$ cat config.mk
export PLATFORM = sky130hd
export DESIGN_NAME = tmr_imu_spi_reader
export DESIGN_NICKNAME = d
export VERILOG_FILES = /design/src/rtl/tmr_imu_spi_reader_pkg.sv /design/src/rtl/tmr_imu_spi_reader_spi_rx_shift.sv /design/src/rtl/tmr_imu_spi_reader.sv
export SDC_FILE = /design/constraint.sdc
export NUM_CORES = 1
export LEC_CHECK = 0
export BUFFER_PORTS_ARGS = -buffer_cell sky130_fd_sc_hd__buf_2
export CAP_MARGIN = 0
export CORE_AREA = 2 2 100 78
export DETAILED_ROUTE_END_ITERATION = 7
export DIE_AREA = 0 0 102 80
export PLACE_DENSITY_LB_ADDON = 0.08
export SYNTH_ARGS = -nofsm -noshare
export SYNTH_HDL_FRONTEND = slang
export SYNTH_SLANG_ARGS = --single-unit
$ cat constraint.sdc
create_clock -name clk12MHz -period 5.9 [get_ports clk12MHz]
set_clock_uncertainty 0.1 [all_clocks]
set_input_delay 0.59 -clock clk12MHz [delete_from_list [all_inputs] [get_ports clk12MHz]]
set_output_delay 0.59 -clock clk12MHz [all_outputs]
set_load 0.005 [all_outputs]
$ cat src/rtl/tmr_imu_spi_reader_pkg.sv
// ---------------------------------------------------------------------------
// tmr_imu_spi_reader_pkg
// Shared definitions for the triple-redundant IMU SPI reader and the TMR
// voter that consumes its samples.
//   spi_state_e  : reader FSM encoding (IDLE, SETUP, SHIFT, HOLD, GAP)
//   SPI_READ_BIT : value of command bit 7 for a register read
//   FRAME_BITS   : SCLK periods per frame (command byte + read byte)
//   SAMPLE_W     : width of one IMU sample
//   read_cmd()   : builds the read command byte from a 7-bit address
// ---------------------------------------------------------------------------
package tmr_imu_spi_reader_pkg;

    typedef enum logic [2:0] {
        IDLE  = 3'd0,
        SETUP = 3'd1,
        SHIFT = 3'd2,
        HOLD  = 3'd3,
        GAP   = 3'd4
    } spi_state_e;

    localparam logic SPI_READ_BIT = 1'b1;
    localparam int   FRAME_BITS   = 16;
    localparam int   SAMPLE_W     = 8;

    function automatic logic [7:0] read_cmd(input logic [6:0] addr);
        return {SPI_READ_BIT, addr};
    endfunction

endpackage

$ cat src/rtl/tmr_imu_spi_reader_spi_rx_shift.sv
// ---------------------------------------------------------------------------
// tmr_imu_spi_reader_spi_rx_shift
// One MSB-first capture shift register for a single MISO line.
//   clk       in  system clock
//   reset     in  synchronous active-high reset (clears the register)
//   sample_en in  shift miso in on this clock edge
//   miso      in  serial data from the sensor
//   data      out last SAMPLE_W bits captured, first bit in the MSB
// ---------------------------------------------------------------------------
module tmr_imu_spi_reader_spi_rx_shift
    import tmr_imu_spi_reader_pkg::*;
(
    input  logic                clk,
    input  logic                reset,
    input  logic                sample_en,
    input  logic                miso,
    output logic [SAMPLE_W-1:0] data
);

    logic [SAMPLE_W-1:0] shift_q;
    logic [SAMPLE_W-1:0] shift_d;

    always_comb begin
        shift_d = shift_q;
        if (sample_en) begin
            shift_d = {shift_q[SAMPLE_W-2:0], miso};
        end
    end

    always_ff @(posedge clk) begin
        if (reset) begin
            shift_q <= '0;
        end else begin
            shift_q <= shift_d;
        end
    end

    assign data = shift_q;

endmodule

$ cat src/rtl/tmr_imu_spi_reader.sv
// ---------------------------------------------------------------------------
// tmr_imu_spi_reader
// SPI mode-0 master reading one signed byte from three redundant IMUs in
// lock-step: shared SCLK/MOSI, one chip select and one MISO per sensor.
// Frame = read command byte {1, REG_ADDR[6:0]} then one data byte, MSB first.
//   clk12MHz             in  system clock
//   reset                in  synchronous active-high reset
//   start                in  acquisition request
//   sclk, mosi           out shared SPI clock / data out
//   cs1_n, cs2_n, cs3_n  out per-sensor chip selects (identical)
//   miso1, miso2, miso3  in  per-sensor data in
//   imu1, imu2, imu3     out last completed samples (two's complement)
//   sample_valid         out one-cycle pulse when imu1..3 update
//   busy                 out acquisition in progress
//   dbg_state            out current FSM state
//
// Handshake: start is a single-cycle request that is accepted only when
// busy=0; a start seen while busy=1 is dropped, never queued. busy rises the
// cycle after acceptance and falls the cycle the inter-frame gap ends, which
// is also the first cycle a new start is accepted.
// ---------------------------------------------------------------------------
module tmr_imu_spi_reader
    import tmr_imu_spi_reader_pkg::*;
#(
    parameter int         CLK_DIV  = 6,
    parameter logic [7:0] REG_ADDR = 8'h3B
) (
    input  logic                       clk12MHz,
    input  logic                       reset,
    input  logic                       start,
    output logic                       sclk,
    output logic                       mosi,
    output logic                       cs1_n,
    output logic                       cs2_n,
    output logic                       cs3_n,
    input  logic                       miso1,
    input  logic                       miso2,
    input  logic                       miso3,
    output logic signed [SAMPLE_W-1:0] imu1,
    output logic signed [SAMPLE_W-1:0] imu2,
    output logic signed [SAMPLE_W-1:0] imu3,
    output logic                       sample_valid,
    output logic                       busy,
    output spi_state_e                 dbg_state
);

    localparam logic [7:0] CMD        = read_cmd(REG_ADDR[6:0]);
    localparam logic [7:0] DIV_LAST   = 8'(CLK_DIV - 1);
    localparam logic [3:0] BIT_LAST   = 4'(FRAME_BITS - 1);
    localparam logic [3:0] FIRST_DATA = 4'(FRAME_BITS - SAMPLE_W);

    spi_state_e          state_q, state_d;
    logic [7:0]          div_q, div_d;
    logic [3:0]          bit_q, bit_d;
    logic [7:0]          cmd_q, cmd_d;
    logic                sclk_q, sclk_d;
    logic                mosi_q, mosi_d;
    logic                cs_n_q, cs_n_d;
    logic                busy_q, busy_d;
    logic                valid_q, valid_d;
    logic [SAMPLE_W-1:0] imu1_q, imu1_d;
    logic [SAMPLE_W-1:0] imu2_q, imu2_d;
    logic [SAMPLE_W-1:0] imu3_q, imu3_d;

    logic                div_done;
    logic                capture_en;
    logic [SAMPLE_W-1:0] rx1, rx2, rx3;

    always_comb begin
        state_d    = state_q;
        div_d      = div_q;
        bit_d      = bit_q;
        cmd_d      = cmd_q;
        sclk_d     = sclk_q;
        mosi_d     = mosi_q;
        cs_n_d     = cs_n_q;
        busy_d     = busy_q;
        valid_d    = 1'b0;
        imu1_d     = imu1_q;
        imu2_d     = imu2_q;
        imu3_d     = imu3_q;
        capture_en = 1'b0;
        div_done   = (div_q == DIV_LAST);

        case (state_q)
            IDLE: begin
                if (start) begin
                    state_d = SETUP;
                    cs_n_d  = 1'b0;
                    busy_d  = 1'b1;
                    // Bit 7 goes out with CS; the remaining bits queue up
                    // behind it and zeros fill in once they are used up.
                    mosi_d  = CMD[7];
                    cmd_d   = {CMD[6:0], 1'b0};
                    div_d   = '0;
                    bit_d   = '0;
                end
            end

            // SETUP is the first low half-period; it shares the half-period
            // logic with SHIFT since sclk is low on entry.
            SETUP, SHIFT: begin
                if (!div_done) begin
                    div_d = div_q + 8'd1;
                end else begin
                    div_d = '0;
                    if (!sclk_q) begin
                        // Rising edge: sensors' data byte sits on edges 8..15.
                        sclk_d     = 1'b1;
                        capture_en = (bit_q >= FIRST_DATA);
                        state_d    = SHIFT;
                    end else begin
                        // Falling edge: advance MOSI and the bit count.
                        sclk_d = 1'b0;
                        mosi_d = cmd_q[7];
                        cmd_d  = {cmd_q[6:0], 1'b0};
                        if (bit_q == BIT_LAST) begin
                            state_d = HOLD;
                            bit_d   = '0;
                        end else begin
                            bit_d = bit_q + 4'd1;
                        end
                    end
                end
            end

            HOLD: begin
                if (!div_done) begin
                    div_d = div_q + 8'd1;
                end else begin
                    div_d   = '0;
                    cs_n_d  = 1'b1;
                    valid_d = 1'b1;
                    imu1_d  = rx1;
                    imu2_d  = rx2;
                    imu3_d  = rx3;
                    state_d = GAP;
                end
            end

            GAP: begin
                if (!div_done) begin
                    div_d = div_q + 8'd1;
                end else begin
                    div_d   = '0;
                    busy_d  = 1'b0;
                    state_d = IDLE;
                end
            end

            default: begin
                state_d = IDLE;
            end
        endcase
    end

    always_ff @(posedge clk12MHz) begin
        if (reset) begin
            state_q <= IDLE;
            div_q   <= '0;
            bit_q   <= '0;
            cmd_q   <= '0;
            sclk_q  <= 1'b0;
            mosi_q  <= 1'b0;
            cs_n_q  <= 1'b1;
            busy_q  <= 1'b0;
            valid_q <= 1'b0;
            imu1_q  <= '0;
            imu2_q  <= '0;
            imu3_q  <= '0;
        end else begin
            state_q <= state_d;
            div_q   <= div_d;
            bit_q   <= bit_d;
            cmd_q   <= cmd_d;
            sclk_q  <= sclk_d;
            mosi_q  <= mosi_d;
            cs_n_q  <= cs_n_d;
            busy_q  <= busy_d;
            valid_q <= valid_d;
            imu1_q  <= imu1_d;
            imu2_q  <= imu2_d;
            imu3_q  <= imu3_d;
        end
    end

    tmr_imu_spi_reader_spi_rx_shift u_rx1 (
        .clk(clk12MHz), .reset(reset), .sample_en(capture_en), .miso(miso1), .data(rx1)
    );
    tmr_imu_spi_reader_spi_rx_shift u_rx2 (
        .clk(clk12MHz), .reset(reset), .sample_en(capture_en), .miso(miso2), .data(rx2)
    );
    tmr_imu_spi_reader_spi_rx_shift u_rx3 (
        .clk(clk12MHz), .reset(reset), .sample_en(capture_en), .miso(miso3), .data(rx3)
    );

    assign sclk         = sclk_q;
    assign mosi         = mosi_q;
    assign cs1_n        = cs_n_q;
    assign cs2_n        = cs_n_q;
    assign cs3_n        = cs_n_q;
    assign imu1         = imu1_q;
    assign imu2         = imu2_q;
    assign imu3         = imu3_q;
    assign sample_valid = valid_q;
    assign busy         = busy_q;
    assign dbg_state    = state_q;

endmodule
==> metrics.csv, run 1 <==
metric,value,unit
metal2 WL,2910,µm
WL met1,3650,µm
Reg power frac,0.532,
fill count,729,
DP Wirelength,4250,µm
Yosys top cell area share,0.474,
core area,0.00716,mm²
Period minus WS final,2.76,ns
DR WL/cell,14.4,µm
post-layout util,0.497,
DR pass1 iterations,4,
clock power share,0.379,
status,completed,
Ports,40,
Fin Hold WS,0.377,ns
Vias/cell,5.42,
final WL,6980,µm
share of layout cells above drive strength 1,0.167,
register area,0.00150,mm²
"Data required, critical path",5.99,ns
area of the multi-input gates,0.00149,mm²
critical path class,reg2reg,
CTS tree,done,
adder-cell share of the synthesized area,0.0158,
number of distinct library cells after synthesis,44,
largest family of logic cells by synthesized area,simple AND/OR/NAND/NOR gates,
ANT cells,0,
"CTS clk-pin slew, worst paths",0.08,ns
Starting Density,0.442,
final cell count without fillers,485,
Compound-Gate Fraction of Synth Area,0.184,
sequential share of the synthesized area,0.474,
mux cell area share after synthesis,0.0758,
htree depth,3,
Post-Syn Area,0.00317,mm²
vias,2628,
Synth area leader,dfxtp_1,
max_cap viols,0,
Nets,391,
Mapped Cells,355,
uppermost layer routed,met4,
"EDFF count, synth",0,
WL met3,374,µm
Final setup viols,0,
r2r setup slk,3.14,ns
overall power,993,µW
Post-CTS Setup Inserts,0,
Die Y-Extent,80,µm
clock root buffer master,clkbuf_8,
Clock Tree Buf Depth,2,
Worst Path Arrival,2.85,ns
initial antenna violation count,0,
global route overflow,0,
Ys Warns,0,
largest net degree at the start of global routing,78,
Mapped Nets,365,
simple-gate share of the synthesized area,0.186,
"FF+latch count, synth",75,
Switching Fraction,0.258,
dpl cells,471,
Psw,256,µW
Die X,102,µm
die area,0.00816,mm²
CTS buffer count,9,
TNS Setup,0,ns
Achievable Freq,362,MHz
Site Rows,27,
Power Density,279,mW/mm²
ys flop type,dfxtp_1,
area of placed instances,0.00338,mm²
Pleak,1.48,nW
nature of the critical path endpoint,flip-flop,
final antenna-violating net count,0,
drt first-iter violations,115,
post-CTS sizing,0,
Logic pwr share,0.089,
xor/xnor cell area share of the yosys netlist,0.00829,
relative slew slack,0.300,
IO buf count,39,
routability cong.,0.767,
Clock Sinks,75,
Final period util,0.468,
syn avg cell area,8.92,µm²
pre-CTS setup slack,3.17,ns
first-pass GRT wire length,12000,µm
Worst-Skew Late Latency,0.34,ns
vias in the first global route,2333,
"Hold-fix buffers, CTS",0,
crit path max fanout,24,
Total GRT Usage,0.187,
fin area,0.00356,mm²
final hold vios,0,
synth top area cells,"dfxtp_1 47%, mux2i_1 7.6%, a21oi_1 7.4%, nand3_1 5.1%, o21ai_0 4.9%",
ys async rst share,0,
RSZ-0062 raised after global routing,false,
area growth from synthesis to layout,12.4,%
P_int,737,µW
Worst Slack Setup Final,3.14,ns
Worst setup SP type,flip-flop,
Max rail drop VDD,0.000114,V
worst-margin pin slew,1.05,ns
Hold WC Path Type,reg2reg,
fin. max-slew vios,0,
drt drc,0,
-- synth_stat cells, types with 2 or more instances --
cell type,count
dfxtp_1,75
a21oi_1,47
nand3_1,32
nor2_1,31
o21ai_0,31
mux2i_1,24
clkbuf_1,17
nand2_1,9
inv_1,8
a311oi_1,7
nand2b_1,7
nor3_1,7
nor4_1,7
buf_2,6
nand4_1,5
ha_1,4
and3_1,3
buf_6,3
a221o_1,2
a41oi_1,2
buf_4,2
o31ai_1,2
or3b_2,2
xnor2_1,2
-- path summary, 6_finish.rpt --
path,from,end,depth (start not counted)
setup / recovery,div_q[0],u_rx2.data[5],5
hold / removal,cmd_q[2],cmd_q[3],2
setup reg to reg,div_q[0],u_rx2.data[5],5
hold reg to reg,cmd_q[2],cmd_q[3],2
-- routing by layer --
| layer | GRT usage | vias up |
|---|---|---|
| li1 | - | 1338 |
| met1 | 0.277 | 1218 |
| met2 | 0.263 | 68 |
| met3 | 0.0517 | 4 |
| met4 | 0.0560 | 0 |
| met5 | 0 | - |
-- cells by family after synthesis --
kind of cell / after synthesis
muxes: 24
AOI/OAI and AO/OA: 101
adders and majority gates: 4
xor gates and xnor gates: 3
buffers and inverters: 37
and+or+nand+nor: 111
DFF: 75
-- sequential cells by signal, summed over array words and instances, names as in the netlist --
register	flops
imu3	8
cmd_q	7
u_rx3.data	8
u_rx2.data	8
dbg_state	3
sample_valid	1
div_q	8
sclk	1
busy	1
cs1_n	1
mosi	1
imu2	8
u_rx1.data	8
bit_q	4
imu1	8
-- critical path, cell delays in order, from the launching register on --
cell and delay (ns):
dfxtp_1 0.39, ha_1 0.19, nor4b_2 0.51, nand4_1 0.85, o21ai_0 0.47, a21oi_1 0.10
-- final cells by class --
| cell class | instances | share of cell area |
|---|---|---|
| Tap cell | 101 | 0.0355 |
| Multi-Input combinational cell | 243 | 0.418 |
| Timing Repair Buffer | 44 | 0.0654 |
| Clock inverter | 5 | 0.0158 |
| Clock buffer | 9 | 0.0348 |
| Sequential cell | 75 | 0.422 |
| Inverter | 8 | 0.00843 |
-- placed cells by master (no fill, tap or decap), types with 3 or more instances in the layout --
cell,Yosys,final
dfxtp_1,75,75
a21oi_1,47,47
buf_2,6,39
nand3_1,32,32
nor2_1,31,31
o21ai_0,31,31
mux2i_1,24,24
nand2_1,9,9
clkbuf_8,0,9
inv_1,8,8
nor4_1,7,7
nor3_1,7,7
nand2b_1,7,7
a311oi_1,7,7
nand4_1,5,5
buf_4,2,5
ha_1,4,4
and3_1,3,3
-- power by group through the flow --
stage,logic [mW],clock network (mW),registers [mW]
after floorplan,0.0704,0,0.535
after global placement,0.0868,0,0.539
after detailed placement,0.0874,0,0.540
after CTS,0.0878,0.390,0.528
after global routing,0.101,0.408,0.530
final,0.0884,0.376,0.528
(Power assumes the default switching activity.)
==> inputs of run 2 (changes only) <==
==> constraint.sdc (replaced) <==
create_clock -name clk12MHz -period 2.55 [get_ports clk12MHz]
set_clock_uncertainty 0.1 [all_clocks]
set_input_delay 0.255 -clock clk12MHz [delete_from_list [all_inputs] [get_ports clk12MHz]]
set_output_delay 0.255 -clock clk12MHz [all_outputs]
set_load 0.005 [all_outputs]
==> run 2 against run 1 <==
Compared with the run above:
- flip-flop and latch count stayed put
- clock power increased by 130%
- worst hold slack lost 0.31 ns
- non-clock buffer count is 7 higher
- largest power group unchanged
- setup slack worse by 2.8 ns
- combinational power grew to 2.6 times the previous value
- final area increased by 2.1%
- sequential power grew 130%
- largest cell class unchanged
- sequential share of layout area shrank 0.86 points
- routed wire length down 1.6%
- first-iteration DRC count rose by 36%
==> metrics.csv, run 2 (synthesis results as in run 1) <==
metric,value,unit,change
worst-margin pin slew,1.13,ns,+0.0754 ns
Final period util,0.851,,+0.383
core area,0.00716,mm²,unchanged
Pleak,1.52,nW,+2.9%
Clock Tree Buf Depth,2,,unchanged
Switching Fraction,0.255,,-0.00322
CTS tree,done,,
initial antenna violation count,0,,unchanged
first-pass GRT wire length,11700,µm,-2.5%
Final setup viols,0,,unchanged
Starting Density,0.442,,unchanged
Die X,102,µm,unchanged
fin area,0.00363,mm²,+2.1%
area of the multi-input gates,0.00150,mm²,+0.59%
pre-CTS setup slack,0.208,ns,-2.96 ns
Hold WC Path Type,in2reg,,
Worst Slack Setup Final,0.380,ns,-2.76 ns
max_cap viols,0,,unchanged
"CTS clk-pin slew, worst paths",0.08,ns,about the same
nature of the critical path endpoint,flip-flop,,
DR WL/cell,14.0,µm,-3.0%
Site Rows,27,,unchanged
vias in the first global route,2391,,+2.5%
"slowest stage delay, CP",0.95,ns,+0.10 ns
dpl cells,478,,+1.5%
routability cong.,0.796,,+3.7%
Ports,40,,unchanged
Worst setup SP type,flip-flop,,
Worst-Skew Late Latency,0.34,ns,about the same
"most common cell after layout, fill and taps aside",dfxtp_1,,
DP Wirelength,4410,µm,+3.6%
relative slew slack,0.243,,-0.0567
RSZ-0062 raised after global routing,false,,
vias,2684,,+2.1%
final cell count without fillers,492,,+1.4%
Period minus WS final,2.17,ns,-0.590 ns
drt drc,0,,unchanged
Total GRT Usage,0.181,,-0.00660
final antenna-violating net count,0,,unchanged
IO buf count,39,,unchanged
"Hold-fix buffers, CTS",0,,unchanged
final hold vios,0,,unchanged
Logic pwr share,0.098,,+0.009
Clock Sinks,75,,unchanged
area of placed instances,0.00345,mm²,+1.9%
crit path max fanout,9,,-63%
htree depth,3,,unchanged
area growth from synthesis to layout,14.7,%,
ANT cells,0,,unchanged
Power Density,635,mW/mm²,+130%
fin. max-slew vios,0,,unchanged
CP Cell Sequence,xnor2_1 -> o31ai_1 -> nand4_1 -> a21oi_1,,
Nets,398,,+1.8%
Die Y-Extent,80,µm,unchanged
Psw,588,µW,+130%
Vias/cell,5.46,,+0.68%
Max rail drop VDD,0.000287,V,+150%
drt first-iter violations,156,,+36%
Worst Path Arrival,2.35,ns,-0.50 ns
R2R cell count,4,,-1
DR pass1 iterations,6,,+2
"Data required, critical path",2.73,ns,-3.26 ns
status,completed,,
Reg power frac,0.527,,-0.005
most frequent cells in the layout,"75 x dfxtp_1, 47 x a21oi_1, 39 x buf_2",,
clock power share,0.375,,-0.004
CTS buffer count,9,,unchanged
P_int,1.72,mW,+130%
clock root buffer master,clkbuf_8,,
global route overflow,0,,unchanged
slowest CP cell,o31ai_1,,
share of layout cells above drive strength 1,0.182,,+0.0149
largest net degree at the start of global routing,52,,-33%
TNS Setup,0,ns,unchanged
final WL,6860,µm,-1.6%
Achievable Freq,461,MHz,+27%
hold depth,3,,+1
die area,0.00816,mm²,unchanged
critical path class,reg2reg,,
register area,0.00150,mm²,unchanged
fill count,710,,-2.6%
run 2: stage by stage:
stage               utilization  total power, mW  hold slack (ns)
global route              0.508             2.42           0.0488
floorplan                     -             1.40            0.307
CTS                       0.506             2.33           0.0578
global placement          0.481             1.47            0.363
detailed placement        0.481             1.47            0.369
finish                    0.508             2.31           0.0711
run 2: cell type report:
class                           count  area share
Clock buffer                        9      0.0341
Clock inverter                      5      0.0155
Inverter                            8     0.00826
Multi-Input combinational cell    243       0.412
Sequential cell                    75       0.413
Tap cell                          101      0.0348
Timing Repair Buffer               51      0.0819
run 2: per-layer routing:
layer / GRT usage / vias to the layer above / wire length, µm
met2: 0.263 / 72 / 2870
met4: 0.0413 / 0 / 68
met5: 0 / - / 0
met3: 0.0630 / 7 / 392
li1: - / 1352 / -
met1: 0.257 / 1253 / 3530
run 2: critical path: cells and delay by family (launching register included):
kind                      cells  cell delay [ns]
DFF                           1             0.45
AOI/OAI and AO/OA             2             1.14
and+or+nand+nor               1             0.17
xor gates and xnor gates      1             0.23
run 2: timing repair:
action                                  in CTS  in global routing
resized for setup                            0                  1
buffers inserted                             0                  0
endpoints found under the setup margin       0                  1
run 2: power groups by stage:
| stage | Sequential [mW] | Combinational, mW | Clock (mW) |
|---|---|---|---|
| global route | 1.22 | 0.255 | 0.940 |
| global placement | 1.24 | 0.223 | 0 |
| finish | 1.22 | 0.226 | 0.864 |
| CTS | 1.22 | 0.224 | 0.889 |
| detailed placement | 1.24 | 0.223 | 0 |
| floorplan | 1.24 | 0.163 | 0 |
run 2: final timing paths:
check                start            end  slack (ns)
max           dbg_state[0]       cmd_q[3]        0.38
min                  miso1  u_rx1.data[0]        0.07
max reg2reg   dbg_state[0]       cmd_q[3]        0.38
min reg2reg  u_rx3.data[3]  u_rx3.data[4]        0.38
==> inputs of run 3 (changes only) <==
--- a/config.mk
+++ b/config.mk
@@ -7,10 +7,11 @@
 export LEC_CHECK = 0
 export BUFFER_PORTS_ARGS = -buffer_cell sky130_fd_sc_hd__buf_2
 export CAP_MARGIN = 0
-export CORE_AREA = 2 2 100 78
+export CORE_AREA = 2 2 98 77
 export DETAILED_ROUTE_END_ITERATION = 7
-export DIE_AREA = 0 0 102 80
+export DIE_AREA = 0 0 100 79
 export PLACE_DENSITY_LB_ADDON = 0.08
 export SYNTH_ARGS = -nofsm -noshare
 export SYNTH_HDL_FRONTEND = slang
+export SYNTH_HIERARCHICAL = 1
 export SYNTH_SLANG_ARGS = --single-unit
==> run 3 against run 2 <==
Compared with the run above:
- cell count decreased by 6.5%
- first-iteration DRC count decreased by 38%
- sequential power about the same
- routed wire length decreased by 14%
- clock power increased by 19%
- critical path depth increased by 4
- non-clock buffer count increased by 1
- worst hold slack got worse by 0.017 ns
==> metrics.csv, run 3 <==
metric,value,unit,change
status,completed,,
Clock Sinks,75,,unchanged
WHS Endpoint,u_rx3/data[0],,
critical path class,reg2reg,,
Achievable Freq,419,MHz,-9.0%
vias,2290,,-15%
uppermost layer routed,met4,,
Worst-Skew Late Latency,0.34,ns,about the same
TNS Setup,0,ns,unchanged
Fin Hold WS,0.0537,ns,-0.0174 ns
WL met1,3180,µm,-9.8%
ANT cells,0,,unchanged
initial antenna violation count,0,,unchanged
final hold vios,0,,unchanged
Nets,378,,-5.0%
mux cell area share after synthesis,0.0793,,+0.00348
global route overflow,0,,unchanged
core area,0.00703,mm²,-1.9%
number of distinct library cells after synthesis,48,,+9.1%
DR pass1 iterations,4,,-2
Mapped Cells,328,,-7.6%
Worst R2R Start,div_q[0],,
adder-cell share of the synthesized area,0.0165,,+0.000724
Synth area leader,dfxtp_1,,
xor/xnor cell area share of the yosys netlist,0.0260,,+0.0177
Hold WC Path Type,in2reg,,
ys flop type,dfxtp_1,,
Worst Path Arrival,2.49,ns,+0.14 ns
ys async rst share,0,,unchanged
IO buf count,39,,unchanged
DP Wirelength,3990,µm,-9.5%
final WL,5930,µm,-14%
synth top area cells,"dfxtp_1 50%, mux2i_1 7.9%, nand2_1 6.7%, nor2_1 5.8%, a21oi_1 5.3%",,
crit path max fanout,24,,+15
Power Density,691,mW/mm²,+8.9%
area growth from synthesis to layout,15.5,%,
"CTS clk-pin slew, worst paths",0.07,ns,about the same
Ys Warns,6,,+6
post-layout util,0.498,,-0.00947
share of layout cells above drive strength 1,0.212,,+0.0302
hold depth,3,,unchanged
r2r setup slk,0.16,ns,-0.22 ns
CTS tree,done,,
fin. max-slew vios,0,,unchanged
Yosys top cell area share,0.496,,+0.0217
hold path start,miso3,,
Final setup viols,0,,unchanged
Synth top cells by count,"75 x dfxtp_1, 54 x nand2_1, 47 x nor2_1",,
DR WL/cell,12.9,µm,-7.6%
RSZ-0062 raised after global routing,false,,
final antenna-violating net count,0,,unchanged
most frequent cells in the layout,"75 x dfxtp_1, 54 x nand2_1, 47 x nor2_1",,
worst-margin pin slew,0.585,ns,-0.541 ns
drt first-iter violations,96,,-38%
WL met3,289,µm,-26%
Final period util,0.935,,+0.0845
largest net degree at the start of global routing,29,,-44%
dpl cells,444,,-7.1%
Starting Density,0.431,,-0.0113
Total GRT Usage,0.157,,-0.0234
sequential share of the synthesized area,0.496,,+0.0217
Clock Tree Buf Depth,2,,unchanged
CTS buffer count,9,,unchanged
area of placed instances,0.00327,mm²,-5.1%
die area,0.00790,mm²,-3.2%
Compound-Gate Fraction of Synth Area,0.117,,-0.0667
relative slew slack,0.610,,+0.367
nature of the critical path endpoint,flip-flop,,
R2R cell count,8,,+4
vias in the first global route,1975,,-17%
"most common cell after layout, fill and taps aside",dfxtp_1,,
Max rail drop VDD,0.000324,V,+13%
fin area,0.00350,mm²,-3.7%
htree depth,3,,unchanged
syn avg cell area,9.24,µm²,+3.5%
Vias/cell,4.98,,-8.7%
most frequent cell after synthesis,dfxtp_1,,
Mapped Nets,338,,-7.4%
max_cap viols,0,,unchanged
drt drc,0,,unchanged
Die X,100,µm,-2.0%
Worst setup SP type,flip-flop,,
Post-Syn Area,0.00303,mm²,-4.4%
Site Rows,27,,unchanged
metal2 WL,2410,µm,-16%
final cell count without fillers,460,,-6.5%
Die Y-Extent,79,µm,-1.3%
"Data required, critical path",2.66,ns,-0.07 ns
reg2reg end,u_rx1/data[4],,
Period minus WS final,2.39,ns,+0.215 ns
routability cong.,0.792,,-0.49%
"FF+latch count, synth",75,,unchanged
simple-gate share of the synthesized area,0.196,,+0.00937
largest family of logic cells by synthesized area,simple AND/OR/NAND/NOR gates,,
clock root buffer master,clkbuf_8,,
Ports,40,,unchanged
first-pass GRT wire length,9920,µm,-15%
Pleak,1.33,nW,-12%
"EDFF count, synth",0,,unchanged
==> run 3: cell count changes in the layout (fill, tap and decap cells not counted), sizes merged, moves of 6 or more <==
cell	change
a21oi	-15
o21ai	-28
nand2	+45
nor2	+17
nand3	-29
nor4	-6
a311oi	-7
==> run 3: per-layer routing <==
layer  vias to the layer above  GRT usage
met5                         -          0
met4                         0     0.0507
met3                         4     0.0502
met2                        53      0.203
met1                      1045      0.243
li1                       1188          -
==> run 3: what timing repair did <==
action / 4_1_cts / 5_1_grt
gates resized for setup: 0 / 1
setup endpoints to repair: 0 / 1
hold buffers: 0 / 0
buffers inserted: 0 / 0
==> run 3: worst max-delay path, cell delays in order (launching register included) <==
cell and delay (ns):
dfxtp_1 0.39, ha_1 0.16, or4b_4 0.46, nor2_1 0.21, nand2_1 0.14, nor3b_2 0.28
buf_12 0.24, mux2i_1 0.21, nor2_1 0.06
==> run 3: power breakdown <==
| part | internal [mW] | switching [mW] |
|---|---|---|
| Clock | 0.604 | 0.425 |
| Sequential | 1.19 | 0.0178 |
| Combinational | 0.0738 | 0.103 |
==> run 3: cell families (layout without fill, tap and decap cells) <==
| kind of cell | after synthesis | after routing |
|---|---|---|
| AOI/OAI and AO/OA | 57 | 57 |
| DFF | 75 | 75 |
| xor gates and xnor gates | 9 | 9 |
| adders and majority gates | 4 | 4 |
| buffers and inverters | 28 | 73 |
| muxes | 24 | 24 |
| and+or+nand+nor | 131 | 131 |
==> run 3: how the worst max path moves through the flow <==
stage	startpoint	end	slack, ns	cells after the start
6_report	div_q[0]	u_rx1/data[4]	0.16	8
5_1_grt	div_q[1]	u_rx3/data[7]	0.02	9
4_1_cts	div_q[0]	imu1[0]	0.13	7
3_5_place_dp	div_q[0]	imu1[6]	0.14	7
3_3_place_gp	div_q[0]	imu1[5]	0.19	7
2_1_floorplan	dbg_state[1]	u_rx1/data[0]	0.22	9
==> run 3: area by class of cell <==
type	count	area, µm²
Fill cell	700	3530
Clock inverter	4	72.6
Sequential cell	75	1500
Inverter	5	18.8
Tap cell	87	109
Clock buffer	12	155
Timing Repair Buffer	52	318
Multi-Input combinational cell	225	1330
==> run 3: metrics by stage <==
stage          setup WS, ns  total power, mW
5_1_grt              0.0191             2.53
2_1_floorplan         0.219             1.37
4_1_cts               0.127             2.46
6_report              0.165             2.42
3_3_place_gp          0.190             1.42
3_5_place_dp          0.135             1.42
